==> src/rtl/regfile_writeback_queue.sv <==
// Write-back queue in front of the 32x32 register file: buffers execute results, drains one per
// cycle into the regfile write port and forwards pending values to decode. Option: WBQ_BYPASS_EN.
module regfile_writeback_queue #(
  parameter int unsigned DEPTH = 4,
  parameter int unsigned AW    = 2
) (
  input  logic          Clk,
  input  logic          Rst_n,
  input  logic          InValid,
  input  logic [4:0]    InReg,
  input  logic [31:0]   InData,
  output logic          InReady,
  input  logic          DrainEn,
  output logic [4:0]    WriteRegister,
  output logic [31:0]   WriteData,
  output logic          RegWrite,
  input  logic [4:0]    ReadRegister1,
  input  logic [4:0]    ReadRegister2,
  input  logic [31:0]   ReadData1,
  input  logic [31:0]   ReadData2,
  output logic [31:0]   FwdData1,
  output logic [31:0]   FwdData2,
  output logic [AW:0]   Level
);

  typedef struct packed {
    logic [4:0]  rd;
    logic [31:0] data;
  } entry_t;

  entry_t        mem_q [DEPTH];
  logic [AW-1:0] head_q, tail_q;
  logic [AW:0]   count_q, count_d;
  logic          full, empty, accept, push, pop, bypass;

  assign full    = (count_q == (AW+1)'(DEPTH));
  assign empty   = (count_q == '0);
  assign InReady = Rst_n && !full;
  assign accept  = InValid && InReady;
  assign pop     = !empty && DrainEn;

`ifdef WBQ_BYPASS_EN
  // Empty queue and open write port: hand the write straight to the regfile.
  assign bypass = Rst_n && empty && DrainEn && InValid && (InReg != 5'd0);
`else
  assign bypass = 1'b0;
`endif

  // Writes to r0 complete the handshake but are discarded.
  assign push     = accept && (InReg != 5'd0) && !bypass;
  assign RegWrite = pop || bypass;
  assign Level    = count_q;
  assign count_d  = count_q + (AW+1)'(push) - (AW+1)'(pop);

  always_comb begin
    WriteRegister = 5'd0;
    WriteData     = 32'd0;
    if (bypass) begin
      WriteRegister = InReg;
      WriteData     = InData;
    end else if (Rst_n) begin
      WriteRegister = mem_q[head_q].rd;
      WriteData     = mem_q[head_q].data;
    end
  end

  // Walk oldest to youngest so the last match wins.
  always_comb begin
    logic [AW-1:0] idx;
    FwdData1 = ReadData1;
    FwdData2 = ReadData2;
    idx      = '0;
    for (int i = 0; i < DEPTH; i++) begin
      idx = head_q + AW'(i);
      if ((AW+1)'(i) < count_q) begin
        if (ReadRegister1 != 5'd0 && mem_q[idx].rd == ReadRegister1) FwdData1 = mem_q[idx].data;
        if (ReadRegister2 != 5'd0 && mem_q[idx].rd == ReadRegister2) FwdData2 = mem_q[idx].data;
      end
    end
  end

  always_ff @(posedge Clk or negedge Rst_n) begin
    if (!Rst_n) begin
      head_q  <= '0;
      tail_q  <= '0;
      count_q <= '0;
    end else begin
      if (push) tail_q <= tail_q + AW'(1);
      if (pop)  head_q <= head_q + AW'(1);
      count_q <= count_d;
    end
  end

  always_ff @(posedge Clk) begin
    if (push) mem_q[tail_q] <= '{rd: InReg, data: InData};
  end

endmodule

==> config.mk <==
export PLATFORM = sky130hd
export DESIGN_NAME = regfile_writeback_queue
export DESIGN_NICKNAME = d
export VERILOG_FILES = /design/src/rtl/regfile_writeback_queue.sv
export SDC_FILE = /design/constraint.sdc
export NUM_CORES = 1
export LEC_CHECK = 0
export BUFFER_PORTS_ARGS = -buffer_cell sky130_fd_sc_hd__buf_2
export CELL_PAD_IN_SITES_DETAIL_PLACEMENT = 0
export CELL_PAD_IN_SITES_GLOBAL_PLACEMENT = 1
export CORE_AREA = 4 4 177 179
export DETAILED_ROUTE_END_ITERATION = 7
export DIE_AREA = 0 0 181 183
export GPL_ROUTABILITY_DRIVEN = 0
export PLACE_DENSITY_LB_ADDON = 0.15
export SLEW_MARGIN = 10
export SYNTH_ARGS = -nofsm -noshare
export SYNTH_HDL_FRONTEND = slang
export SYNTH_SLANG_ARGS = --single-unit
export TNS_END_PERCENT = 10
==> constraint.sdc <==
create_clock -name Clk -period 3 [get_ports Clk]
set_input_delay 0.15 -clock Clk [delete_from_list [all_inputs] [get_ports Clk]]
set_output_delay 0.15 -clock Clk [all_outputs]
set_load 0.02 [all_outputs]
Word level (Yosys, flattened, before mapping)
Memory sizes are Yosys's and may differ from the RTL's. Cells that the tools add are included. Widths: inputs -> output; s select.

Equality and inequality tests: 9. $lt $le $gt $ge: 4. $add $sub $neg: 6. Reduce and logical (&&, ||, !) cells: 18. Multiplexer cells: 20.

Operator list (count): $mux 32 (17); $eq 5x5->1 (8); $reduce_bool 5->1 (3); $logic_and 1x1->1 (12); $lt 1x3->1 const A (2); $lt 2x3->1 const A (2); $mux 5 (1); $add 2x1->2 const B (2); $add 2x2->2 const B (2); $add 3x1->3 (1); $eq 3x3->1 const B (1); $logic_not 3->1 (1); $sub 3x1->3 (1); $logic_not 1->1 (2); $mux 1 (2).

Logic and storage cells: 61. Flip-flop bits (word level): 7. Memories: 1. Output and inout bits: 106. Bits in writable memories: 148.

Memories: mem_q (words 4, bits a word 37, read ports 4, clocked after Yosys merged registers in 0, wr ports 1, RTL line 31) `entry_t mem_q [DEPTH];`.

Longest topological paths before layout
An unclocked memory read counts as a cell.

Word-level depth: 11. Gate-level depth with buffers: 12.

Worst setup path after synthesis
OpenSTA, ideal clock, no wires.

Path kind: flip-flop to output port. Start point: register head_q[0]. End point: output port FwdData1[11]. Path buffers: 3. Path slack: 0.004 ns. Stages on the path, launching flop included: 11. Arrival: 2.846 ns. Cell sequence: dfrtp_1 > buf_6 > mux4_2 > or3_1 > a2111oi_2 > and3_1 > buf_4 > buf_4 > mux2i_1 > mux2i_1 > o221ai_1.

Word-level cells in the longest chain between the ends: 11.

RTL lines: from (decl) (RTL line 32) `logic [AW-1:0] head_q, tail_q;`; from (signal assigned) (RTL line 89) `if (pop) head_q <= head_q + AW'(1);`; $mem_v2 4x37 *; $eq 5x5->1 (RTL line 76) `if (ReadRegister1 != 5'd0 && mem_q[idx].rd == ReadRegister1) FwdData1 = mem_q[idx].data;`; $logic_and 1x1->1 (RTL line 76); $mux 32 (RTL line 76); $mux 32 (RTL line 75) `if ((AW+1)'(i) < count_q) begin`; $mux 32 (RTL line 76); $mux 32 (RTL line 75); $mux 32 (RTL line 76); $mux 32 (RTL line 75); $mux 32 (RTL line 76); $mux 32 * (RTL line 75); to (decl) (RTL line 21) `output logic [31:0] FwdData1,`.

Every way passes the cells marked *; elsewhere a longest branch is shown, timed or not.

Worst setup path in the final report
Start point: register head_q[0]. End point: output port FwdData1[23].

The elaborated chain is that of the path after synthesis.

==> flow_summary.json <==
{
  "max_cap_viol_count": 0,
  "netlist_instances": 1140,
  "die_y_um": 183,
  "overflow": 0,
  "core_area_sq_mm": 0.0296,
  "slowest_stage": "mux4_2",
  "start_util": 0.400,
  "crit_path_max_fanout": 7,
  "swShare": 0.447,
  "seqPwrFrac": 0.202,
  "max_stage_delay_ns": 0.57,
  "crit_buf_inv": 3,
  "synth_fp_nets": 1264,
  "yosysUniqueCellTypes": 53,
  "drt-pass1-iter-count": 5,
  "synthFlopType": "edfxtp_1",
  "grt_pass1_wl_mm": 58.7,
  "portBuffers": 220,
  "std_cell_rows": 63,
  "skew_ns": 0.0100,
  "fin_crit_ns": 3.63,
  "setup_slack_ns": -0.627,
  "ioPinCount": 221,
  "hold_path.class": "in2reg",
  "drive_gt1_frac": 0.385,
  "pre_cts_ws_ns": -0.350,
  "hold_viol_final": 0,
  "synth_area_sq_mm": 0.0118,
  "ys_warn_count": 0,
  "switchingPower_uw": 6210,
  "maxSlewViolCount": 0,
  "wl_mm": 39.1,
  "ys_seq_elements": 155,
  "ctsHtreeMaxLevel": 4,
  "wire_per_inst_um": 21.2,
  "synth_area_leaders": "edfxtp_1 (38%), mux2i_1 (15%), mux2_2 (8.1%)",
  "die_w_um": 181,
  "die-area_sq_mm": 0.0331,
  "power_density_mw_per_mm2": 904,
  "layout.nets": 1562,
  "worst_slew_pin_slew_ns": 0.505,
  "period_share": 1.21,
  "dpl.hpwl_mm": 28.2,
  "grt_pass1_vias": 10200,
  "cts_sinks": 155,
  "startpoint_type": "flop",
  "root_buffer": "clkbuf_16",
  "cts_buffer_depth": 2,
  "worstPathCellList": "mux4_2 -> or3_4 -> a2111oi_4 -> and3_4 -> buf_12 -> buf_12 -> mux2_2 -> mux2i_1 -> o221ai_1 -> buf_2",
  "ir_drop_uv": 344,
  "max_freq_mhz": 276,
  "drt_first_iter_violations": 665,
  "worstPathArrival_ns": 3.48,
  "antenna_found_initial": 3,
  "combinationalPowerShare": 0.643,
  "cts_buffers": 17,
  "crit_top_cell": "buf_12",
  "yosysTopAreaCellShare": 0.376,
  "power.internal_uw": 7670,
  "area_growth_pct": 29.8,
  "nFillCells": 2730,
  "cts_tree": "built",
  "path_clk_slew_ns": 0.07,
  "violations": "negative setup slack",
  "leakage_uw": 0.00619,
  "vias_per_cell": 5.51,
  "synth-edff-count": 148,
  "fin_util": 0.519,
  "grt_max_degree": 53,
  "drc": 0,
  "status": "complete, but fails checks",
  "synth-seq-area-share": 0.390,
  "finalPower_uw": 13900,
  "slew_headroom": 0.663,
  "avgSynthCellArea_sq_um": 10.4,
  "grt_use_total": 0.225,
  "finalSetupViolations": 64,
  "end_kind": "output port",
  "ant_nets": 0,
  "critical_path_class": "reg2out",
  "clk_latency_ns": 0.42,
  "vias": 10100,
  "grt_setup_unrepaired": "true",
  "async_reset_ff_frac": 0.0452,
  "cp.required_ns": 2.85,
  "p_clk_frac": 0.155,
  "synth_top_area_cell": "edfxtp_1",
  "critPathTopFamily": "multiplexers"
}
## layer usage
layer,global-route usage,up-vias,part of all wire
met1,0.309,4954,0.45
met2,0.373,320,0.48
met3,0.0357,40,0.052
li1,-,4830,-
met4,0.0642,2,0.021
met5,0,-,0.00033
## kinds of logic after synthesis
kind of cell	after synthesis	share of synthesized area
xor gates and xnor gates	46	0.0341
buffers and inverters	131	0.0501
and+or+nand+nor	336	0.137
AOI/OAI and AO/OA	181	0.115
DFF	155	0.390
adders and majority gates	9	0.0102
muxes	282	0.263
## flip-flops by register name, indices dropped and copies added, names as in the netlist
| signal | cells |
|---|---|
| Level | 3 |
| head_q | 2 |
| mem_q | 148 |
| tail_q | 2 |
## power groups by stage
stage / Combinational (uW) / Clock (uW) / Sequential, uW
3_3_place_gp: 8370 / 0 / 2850
6_report: 8920 / 2160 / 2810
5_1_grt: 9630 / 2280 / 2840
2_1_floorplan: 5830 / 0 / 2820
4_1_cts: 8670 / 2190 / 2820
3_5_place_dp: 8420 / 0 / 2860
## synthesized netlist by cell type, types with 3 or more instances
library cell,instances
a21oi_1,39
a221o_1,19
and2_1,23
buf_1,14
buf_2,26
buf_4,6
buf_6,4
clkbuf_1,50
dfrtp_1,7
edfxtp_1,148
ha_1,8
inv_1,29
mux2_2,85
mux2_4,10
mux2i_1,176
mux4_2,9
nand2_1,105
nand2b_1,29
nand3_1,29
nor2_1,70
nor2b_1,3
nor3_1,26
o211ai_1,3
o211ai_2,11
o21ai_0,37
o221ai_1,62
or2_2,33
or2b_1,3
xnor2_1,35
xor2_1,11
## per-stage QoR
stage	setup TNS, ns	std cells	hold WS [ns]	area, sq um
3_5_place_dp	-13.22	1759	0.209	14000
5_1_grt	-41.58	1842	0.241	15400
4_1_cts	-35.66	1831	0.207	15100
6_report	-34.17	1842	0.224	15400
3_3_place_gp	-12.01	1759	0.209	14000
2_1_floorplan	0	1140	-0.146	11800
## timing repair
action	CTS	global route
gates resized for setup	40	33
buffers inserted	0	9
hold buffers	38	0
setup endpoints to repair	66	68
pin swaps	13	12
hold endpoints to repair	155	0
gates cloned	2	1
## worst reg2reg max path, delay by kind of cell (launching register included)
| family | cells | cell delay (ns) |
|---|---|---|
| flip-flops | 1 | 0.35 |
| AND/OR/NAND/NOR | 2 | 0.13 |
| XOR/XNOR | 1 | 0.17 |
| buffers and inverters | 5 | 0.49 |
| AO/OA/AOI/OAI | 2 | 0.31 |
| adder cells (fa/ha/maj) | 3 | 0.80 |
## final cells by class
| cell class | instances | area [sq um] | share of cell area |
|---|---|---|---|
| flip-flops and latches | 155 | 4630 | 0.301 |
| repair buffers | 380 | 2760 | 0.180 |
| inverters | 30 | 118 | 0.00766 |
| well taps | 390 | 488 | 0.0318 |
| multi-input cells | 854 | 6770 | 0.441 |
| clock buffers | 18 | 429 | 0.0279 |
| diodes | 1 | 2.50 | 0.000163 |
| clock inverters | 14 | 160 | 0.0104 |
## layout by cell type, fill, tap and decap left out, types with 33 or more instances in the layout
cell,n
nor2_1,69
mux2i_1,172
edfxtp_1,148
buf_4,111
a21oi_1,39
dlygate4sd3_1,38
o21ai_0,36
mux2_2,85
nand2_1,103
or2_2,33
xnor2_1,33
buf_2,197
o221ai_1,57
## final timing paths
check / startpoint / end / slack (ns) / cells past startpoint
max: head_q[0] / FwdData1[23] / -0.63 / 10
min in group asynchronous: Rst_n / tail_q[0] / 0.29 / 3
max reg2reg: Level[1] / Level[2] / 0.64 / 13
max in group asynchronous: Rst_n / head_q[1] / 2.44 / 3
min reg2reg: Level[0] / Level[0] / 0.62 / 1
min: DrainEn / head_q[0] / 0.22 / 4
No activity file was read; power rests on OpenSTA's default activity.
